File: config.mk
export PLATFORM = sky130hd
export DESIGN_NAME = alu_result_fifo
export DESIGN_NICKNAME = d
export VERILOG_FILES = /design/src/rtl/alu_result_fifo.sv
export SDC_FILE = /design/constraint.sdc
export NUM_CORES = 1
export LEC_CHECK = 0
export CORE_ASPECT_RATIO = 0.9
export CORE_MARGIN = 4
export CORE_UTILIZATION = 40
export DETAILED_ROUTE_END_ITERATION = 10
export GPL_TIMING_DRIVEN = 0
export PLACE_DENSITY = 0.66
export SLEW_MARGIN = 10
export SYNTH_ARGS = -nofsm -noshare
export SYNTH_HDL_FRONTEND = slang
export SYNTH_SLANG_ARGS = --single-unit
File: constraint.sdc
create_clock -name clk -period 3.36 [get_ports clk]
set_input_delay 0.504 -clock clk [delete_from_list [all_inputs] [get_ports clk]]
set_output_delay 0.504 -clock clk [all_outputs]
set_load 0.03 [all_outputs]
File: src/rtl/alu_result_fifo.sv
// alu_result_fifo: first-word-fall-through FIFO that buffers ALU results
// together with flags derived at push time (zero, negative, masked carry).
//
// Ports:
//   clk, rst                 clock, synchronous active-high reset
//   in_valid, in_ready       producer handshake (in_ready is combinational)
//   in_f, in_cout, in_sel    ALU result, carry-out and opcode
//   out_valid, out_ready     consumer handshake for the head entry
//   out_f, out_cout, out_sel head entry payload (registered)
//   out_zero, out_neg        head entry flags (registered)
//   count                    number of stored entries
//   drop_err, clr_err        sticky "result lost" flag and its clear
module alu_result_fifo #(
    parameter int unsigned DEPTH = 4,
    parameter int unsigned WIDTH = 32
) (
    input  logic                       clk,
    input  logic                       rst,
    input  logic                       in_valid,
    input  logic [WIDTH-1:0]           in_f,
    input  logic                       in_cout,
    input  logic [2:0]                 in_sel,
    output logic                       in_ready,
    output logic                       out_valid,
    input  logic                       out_ready,
    output logic [WIDTH-1:0]           out_f,
    output logic                       out_cout,
    output logic [2:0]                 out_sel,
    output logic                       out_zero,
    output logic                       out_neg,
    output logic [$clog2(DEPTH):0]     count,
    output logic                       drop_err,
    input  logic                       clr_err
);

    localparam int unsigned PW = $clog2(DEPTH);
    localparam int unsigned CW = PW + 1;

    typedef struct packed {
        logic [WIDTH-1:0] f;
        logic             cout;
        logic [2:0]       sel;
        logic             zero;
        logic             neg;
    } entry_t;

    typedef enum logic [1:0] {
        EMPTY   = 2'd0,
        PARTIAL = 2'd1,
        FULL    = 2'd2
    } state_t;

    state_t          state_q, state_d;
    logic [PW-1:0]   wr_ptr_q, rd_ptr_q;
    logic [CW-1:0]   count_q, count_d, remaining;
    entry_t          mem [DEPTH];
    entry_t          head_q, head_d, in_entry;
    logic            push, pop, drop;

    // Flags are captured at push; carry is only meaningful for add/sub opcodes.
    always_comb begin
        in_entry.f    = in_f;
        in_entry.cout = ((in_sel == 3'b011) || (in_sel == 3'b100)) ? in_cout : 1'b0;
        in_entry.sel  = in_sel;
        in_entry.zero = (in_f == '0);
        in_entry.neg  = in_f[WIDTH-1];
    end

    // Full FIFO may still accept when the head leaves in the same cycle.
    assign in_ready  = !rst && ((state_q != FULL) || out_ready);
    assign out_valid = (state_q != EMPTY);
    assign push      = in_valid && in_ready;
    assign pop       = out_valid && out_ready;
    assign drop      = in_valid && !in_ready;

    // Next-state, next-count and next-head selection.
    always_comb begin
        state_d   = state_q;
        count_d   = count_q;
        head_d    = head_q;
        remaining = count_q - CW'(pop);

        case (state_q)
            EMPTY:   if (push) state_d = PARTIAL;
            PARTIAL: begin
                if (push && !pop && (count_q == CW'(DEPTH - 1)))
                    state_d = FULL;
                else if (pop && !push && (count_q == CW'(1)))
                    state_d = EMPTY;
            end
            FULL:    if (pop && !push) state_d = PARTIAL;
            default: state_d = EMPTY;
        endcase

        if (push && !pop)
            count_d = count_q + CW'(1);
        else if (pop && !push)
            count_d = count_q - CW'(1);

        // Head register changes only when the head entry is replaced; when no
        // older entry survives the pop, the new head is the one being pushed.
        if ((count_d != '0) && (pop || (state_q == EMPTY)))
            head_d = (push && (remaining == '0)) ? in_entry : mem[rd_ptr_q + PW'(pop)];
    end

    // Control and output registers.
    always_ff @(posedge clk) begin
        if (rst) begin
            state_q  <= EMPTY;
            count_q  <= '0;
            wr_ptr_q <= '0;
            rd_ptr_q <= '0;
            head_q   <= '0;
            drop_err <= 1'b0;
        end else begin
            state_q <= state_d;
            count_q <= count_d;
            head_q  <= head_d;
            if (push) wr_ptr_q <= wr_ptr_q + PW'(1);
            if (pop)  rd_ptr_q <= rd_ptr_q + PW'(1);
            if (drop)
                drop_err <= 1'b1;
            else if (clr_err)
                drop_err <= 1'b0;
        end
    end

    // Entry storage; contents are don't-care until pushed.
    always_ff @(posedge clk) begin
        if (push) mem[wr_ptr_q] <= in_entry;
    end

    assign out_f    = head_q.f;
    assign out_cout = head_q.cout;
    assign out_sel  = head_q.sel;
    assign out_zero = head_q.zero;
    assign out_neg  = head_q.neg;
    assign count    = count_q;

endmodule

# After elaboration in Yosys (flattened, before gate mapping)
# Memory sizes are Yosys's and may differ from the RTL's.
# Index checks and enable logic that the tools add are counted.
# W data, S select, Z words.
[op_classes]
addsub = 6
eq_ne = 10
mux = 13
reduce_logical = 24
[ops]
columns = ["cell", "count"]
rows = [
  ["$mux W38", 1],
  ["$logic_not A32 Y1", 1],
  ["$logic_and A1 B1 Y1", 10],
  ["$mux W2", 4],
  ["$eq A3 B2 Y1 const B", 2],
  ["$mux W3", 2],
  ["$ne A2 B2 Y1 const B", 3],
  ["$pmux W2 S3", 1],
  ["$mux W1", 5],
  ["$add A2 B1 Y2 const B", 2],
  ["$logic_not A1 Y1", 4],
  ["$reduce_bool A2 Y1", 2],
  ["$add A3 B1 Y3 const B", 1],
  ["$eq A3 B1 Y1 const B", 1],
  ["$eq A3 B3 Y1 const B", 1],
  ["$logic_not A3 Y1", 1],
  ["$logic_or A1 B1 Y1", 3],
  ["$ne A3 B3 Y1 const B", 1],
  ["$reduce_and A3 Y1", 1],
  ["$reduce_bool A3 Y1", 1],
  ["$sub A3 B1 Y3", 1],
  ["$sub A3 B1 Y3 const B", 1],
  ["$add A2 B1 Y2", 1],
  ["$eq A2 B1 Y1 const B", 1],
  ["2 further kinds", 2],
]
[totals]
ff_bits = 48
ram_bits = 152
inputBits = 41
output_inout_bits = 44
elab_cells = 64
n_memories = 1
[memory_table]
columns = ["memory", "depth", "width", "rd", "rd_ports_with_merged_regs", "write_ports", "line", "source"]
rows = [
  ["mem", 4, 38, 1, 0, 1, "56", "entry_t mem [DEPTH];"],
]

# Depth between registers and ports, before layout
# Gate-level depths: netlist of the first run.
[depth]
depth_word = 10
mapped_depth = 10
mapped_depth_nobuf = 7

# Least setup slack after synthesis of the first run
# Ideal clock, no wire load.
[synth_timing]
path_type = "register to register"
startpoint = "register state_q[1]"
endpoint = "register head_q, in the netlist out_f[10]"
setup_ns = 0.146
t_arrival_ns = 2.282
t_required_ns = 3.214
path_slack_ns = 0.931
stages_incl_launch_ff = 10
path_buffers = 3
synth_period_minus_slack_ns = 2.429
cell_sequence = "dfxtp_1 buf_6 o21ai_4 inv_2 ha_1 buf_2 buf_2 mux4_2 mux2i_1 a211oi_2"
[synth_via]
word_cells_on_any_way = 22
cone_classes = "add/sub (2); eq/ne (1); mux (3); reduce/logical (15); memory (1)"
[synth_rtl]
columns = ["element", "line", "source"]
rows = [
  ["from (decl)", "53", "state_t state_q, state_d;"],
  ["from (signal assigned)", "116", "state_q <= state_d;"],
  ["$reduce_bool A2 Y1 *", "71", "assign out_valid = (state_q != EMPTY);"],
  ["$logic_and A1 B1 Y1 *", "73", "assign pop = out_valid && out_ready;"],
  ["net pop", "58", "logic push, pop, drop;"],
  ["branches (longest 5 deep; another with $mem_v2 Z4 W38)", "--", ""],
  ["to (signal assigned)", "113", "head_q <= '0;"],
  ["to (signal assigned)", "118", "head_q <= head_d;"],
  ["to (decl)", "57", "entry_t head_q, head_d, in_entry;"],
]
# Mark *: on every way through the listed nets, which the timed path passes.
# A chain may end at the register's enable or synchronous reset.

# Worst setup path in the final report of the first run
[layout_timing]
startpoint = "input port out_ready"
endpoint = "register head_q, in the netlist out_f[10]"
[layout_via]
word_cells_on_any_way = 19
cone_classes = "add/sub (2); mux (3); reduce/logical (13); memory (1)"
[layout_rtl]
columns = ["element", "line", "source"]
rows = [
  ["from (decl)", "25", "input logic out_ready,"],
  ["$logic_and A1 B1 Y1 *", "73", ""],
  ["net pop", "58", ""],
  ["branches (longest 5 deep; another with $mem_v2 Z4 W38)", "--", ""],
]
# Marked as above.

==> results of run 1 <==
[worst max-delay path, stage by stage]
cell                              delay (ns)
sky130_fd_sc_hd__clkdlybuf4s50_1        0.61
sky130_fd_sc_hd__o21ai_4                0.12
sky130_fd_sc_hd__inv_2                  0.15
sky130_fd_sc_hd__ha_1                   0.18
sky130_fd_sc_hd__xor2_1                 0.76
sky130_fd_sc_hd__buf_2                  0.44
sky130_fd_sc_hd__mux4_2                 0.36
sky130_fd_sc_hd__mux2i_1                0.21
sky130_fd_sc_hd__a211oi_2               0.10
[kinds of logic (layout without fill, tap and decap cells)]
group | count (synthesis) | count (layout)
buffers and inverters | 40 | 159
AO/OA/AOI/OAI | 97 | 97
adder cells (fa/ha/maj) | 10 | 10
multiplexers | 74 | 74
XOR/XNOR | 6 | 6
flip-flops | 195 | 195
AND/OR/NAND/NOR | 53 | 53
[stage by stage]
stage | setup WS (ns) | TNS [ns] | hold WS, ns | power, W | util, %
floorplan | 0.931 | 0 | 0.498 | 0.00358 | -
global placement | -0.281 | -46.73 | 0.513 | 0.00396 | 46.5
detailed placement | -0.253 | -5.66 | 0.529 | 0.00400 | 46.9
CTS | 0.242 | 0 | 0.382 | 0.00605 | 50.0
global route | 0.0463 | 0 | 0.424 | 0.00624 | 50.0
finish | 0.222 | 0 | 0.392 | 0.00599 | 50.0
[worst paths after layout]
kind                             startpoint          end  slack, ns  depth (start not counted)
worst max-delay path              out_ready    out_f[10]       0.22                          9
worst min-delay path               in_valid     drop_err       0.39                          3
worst max register to register   state_q[1]    out_f[10]       0.39                          9
worst min register to register  rd_ptr_q[1]  rd_ptr_q[1]       0.55                          2
[cells in the final DEF (no fill, tap or decap), types with 2 or more instances in the layout]
cell,count
sky130_fd_sc_hd__bufinv_16,2
sky130_fd_sc_hd__edfxtp_1,148
sky130_fd_sc_hd__dfxtp_1,47
sky130_fd_sc_hd__mux4_2,37
sky130_fd_sc_hd__inv_1,5
sky130_fd_sc_hd__clkbuf_16,17
sky130_fd_sc_hd__buf_2,9
sky130_fd_sc_hd__nand2b_1,4
sky130_fd_sc_hd__inv_6,5
sky130_fd_sc_hd__nand4_1,4
sky130_fd_sc_hd__a211oi_2,30
sky130_fd_sc_hd__or2b_1,2
sky130_fd_sc_hd__clkdlybuf4s50_1,83
sky130_fd_sc_hd__clkbuf_1,9
sky130_fd_sc_hd__buf_12,6
sky130_fd_sc_hd__clkinv_4,3
sky130_fd_sc_hd__and2_2,4
sky130_fd_sc_hd__o2111ai_1,2
sky130_fd_sc_hd__nor4_1,8
sky130_fd_sc_hd__xnor2_1,3
sky130_fd_sc_hd__nand3_1,2
sky130_fd_sc_hd__inv_8,2
sky130_fd_sc_hd__nor2_1,11
sky130_fd_sc_hd__buf_6,4
sky130_fd_sc_hd__ha_1,10
sky130_fd_sc_hd__mux2i_1,37
sky130_fd_sc_hd__o21ai_0,3
sky130_fd_sc_hd__nor2b_1,3
sky130_fd_sc_hd__buf_4,9
sky130_fd_sc_hd__nand2_1,7
sky130_fd_sc_hd__xor2_1,3
sky130_fd_sc_hd__a21oi_1,43
sky130_fd_sc_hd__a211oi_1,9
[routing by layer]
metal | track usage [%] | vias to the layer above | wire length (um)
li1 | - | 2108 | -
met1 | 21.9 | 2388 | 7800
met2 | 26.0 | 109 | 8690
met3 | 3.28 | 16 | 956
met4 | 5.12 | 0 | 224
met5 | 0 | - | 0
[registers in the layout, summed over array words and instances (netlist names)]
name and count:
drop_err 1, count 3, rd_ptr_q 2, out_sel 3, mem 148, state_q 2
out_zero 1, out_f 32, out_cout 1, wr_ptr_q 2
[area by class of cell]
class                      instances  area, um2  area share [%]
timing repair buffer              87        918            9.20
clock inverter                    14        165            1.65
multi-input combinational        240       2490            24.9
clock buffer                      18        439            4.40
buffer                            34        251            2.52
inverter                           6       22.5           0.226
tap                              255        319            3.19
sequential                       195       5390            53.9
[report_power, final]
group          internal, W  switching [W]  leakage, nW
logic             0.000513       0.000620         1.19
registers          0.00273      0.0000753         1.73
clock network      0.00114       0.000910        0.296
==> impl_metrics.yaml, run 1 <==
floorplan:
  die-width_um: 158
  core.rowCount: 49
  die_height_um: 143
  start_util_pct: 40.7
  design.portCount: 85
  placeableCoreArea_um2: 20000
  dieArea_um2: 22700
timing:
  report.final.slew_viol_count: 0
  final.setup_skew_ns: 0.00851
  grt_setup_unrepaired: "false"
  setup-violations-final: 0
  timing.slew.headroom_pct: 35.8
  post-route-min-period_ns: 3.14
  finalHoldViolations: 0
  worst_slew_pin_slew_ns: 0.959
  fin_crit_sh_pct: 93.4
  fmaxAchievable_mhz: 319
worst_setup_path:
  cp_data_arrival_time_ns: 3.42
  path_max_fanout: 10
  start_kind: "primary input"
  worst_setup_path_end_kind: "register"
  critPathRequiredTime_ns: 3.65
  class_of_the_most_critical_setup_path: "in -> reg"
yosys:
  netlist.top_cell.by_area: "sky130_fd_sc_hd__edfxtp_1"
  synthDominantCellAreaShare_pct: 54.6
  async_flop_share_pct: 0
  synthesis.area_um2: 8140
  synthTopCellsByArea: "sky130_fd_sc_hd__edfxtp_1 (55%), sky130_fd_sc_hd__dfxtp_1 (12%), sky130_fd_sc_hd__mux4_2 (10%)"
  synthSimpleGateAreaFrac_pct: 3.81
  fraction_of_the_mapped_netlist_area_in_compound_gates_pct: 9.70
  postSynthRegisterBits: 195
  synth_enable_flop_cells: 148
  ys.flop_type: "sky130_fd_sc_hd__edfxtp_1"
  yosys.area_share.xor_xnor_pct: 0.646
  dominant_combinational_cell_family_by_area_after_synthesis: "multiplexers"
  synth.distinct_cells: 45
  synth_nets: 526
  seq_area_frac_synth_pct: 66.2
  synth_common_cells: "sky130_fd_sc_hd__edfxtp_1 (148), sky130_fd_sc_hd__dfxtp_1 (47), sky130_fd_sc_hd__a21oi_1 (43)"
  syn_avg_cell_area_um2: 17.1
  syn-instance-count: 475
  synthAdderAreaFrac_pct: 1.54
  yosysWarningCount: 0
  synthMuxAreaShare_pct: 14.8
  synthMostInstantiatedCell: "sky130_fd_sc_hd__edfxtp_1"
layout:
  finalInstanceArea_um2: 9990
  antenna-diode-count: 0
  nNetsFinal: 632
  area_growth_pct: 22.7
  post_layout_instance_count_excluding_filler_cells: 849
  final_layout_size_suffix_gt1_share_pct: 23.7
  final.fill_count: 1675
drt:
  detail_route.wirelength_um: 17700
  vias_per_cell: 5.44
  drt_pre_antenna_iters: 5
  routed-via-count: 4621
  number_of_violations_reported_at_the_end_of_detailed_routing_iteration_0: 301
  final_antenna_net_count: 0
  wl_per_cell_um: 20.8
  route.detailed.drc: 0
clocking:
  clk_latency_worst_skew_pair_ns: 0.43
  cts-resized-gates: 0
  postCtsHoldBufs: 0
  tritoncts_clock_tree: "yes"
  clockBufferDepth: 2
  cts_buffers: 17
  clk_pin_slew_worst_paths_ns: 0.07
  ctsHtreeMaxLevel: 4
  cts.repair_timing.setup_buffer_count: 0
  total_number_of_clock_tree_sinks: 195
  cts-root-buf: "sky130_fd_sc_hd__clkbuf_16"
status:
  outcome: "finished clean"
power:
  leakagePower_nw: 3.21
  p_per_area_nw_per_um2: 600
  worst_ir_drop_on_vdd_mv: 0.359
global_routing:
  grt_first_pass_wirelength_um: 27500
  antenna_violations_before_repair: 0
  track_usage_pct: 16.0
  pin_count_of_the_biggest_net_entering_global_routing: 24
  number_of_global_route_vias_before_repair: 4815
  grt_overflow_total: 0
placement:
  hpwl_um: 11800
  dpl_cell_area_um2: 9380
  final_gp_congestion: 0.740
  placed_cells: 817
  port-buffer-count: 83
flow_run:
  drv_cap: 0
hold_path:
  min-delay-path-class: "in -> reg"
(Power assumes the default switching activity.)
==> run 2, diff against run 1 <==
Settings changed: CAP_MARGIN set to 20, GPL_ROUTABILITY_DRIVEN set to 0.
==> results of run 2 <==
Same layout as run 1: the final DEF is identical, and so are final timing and power.
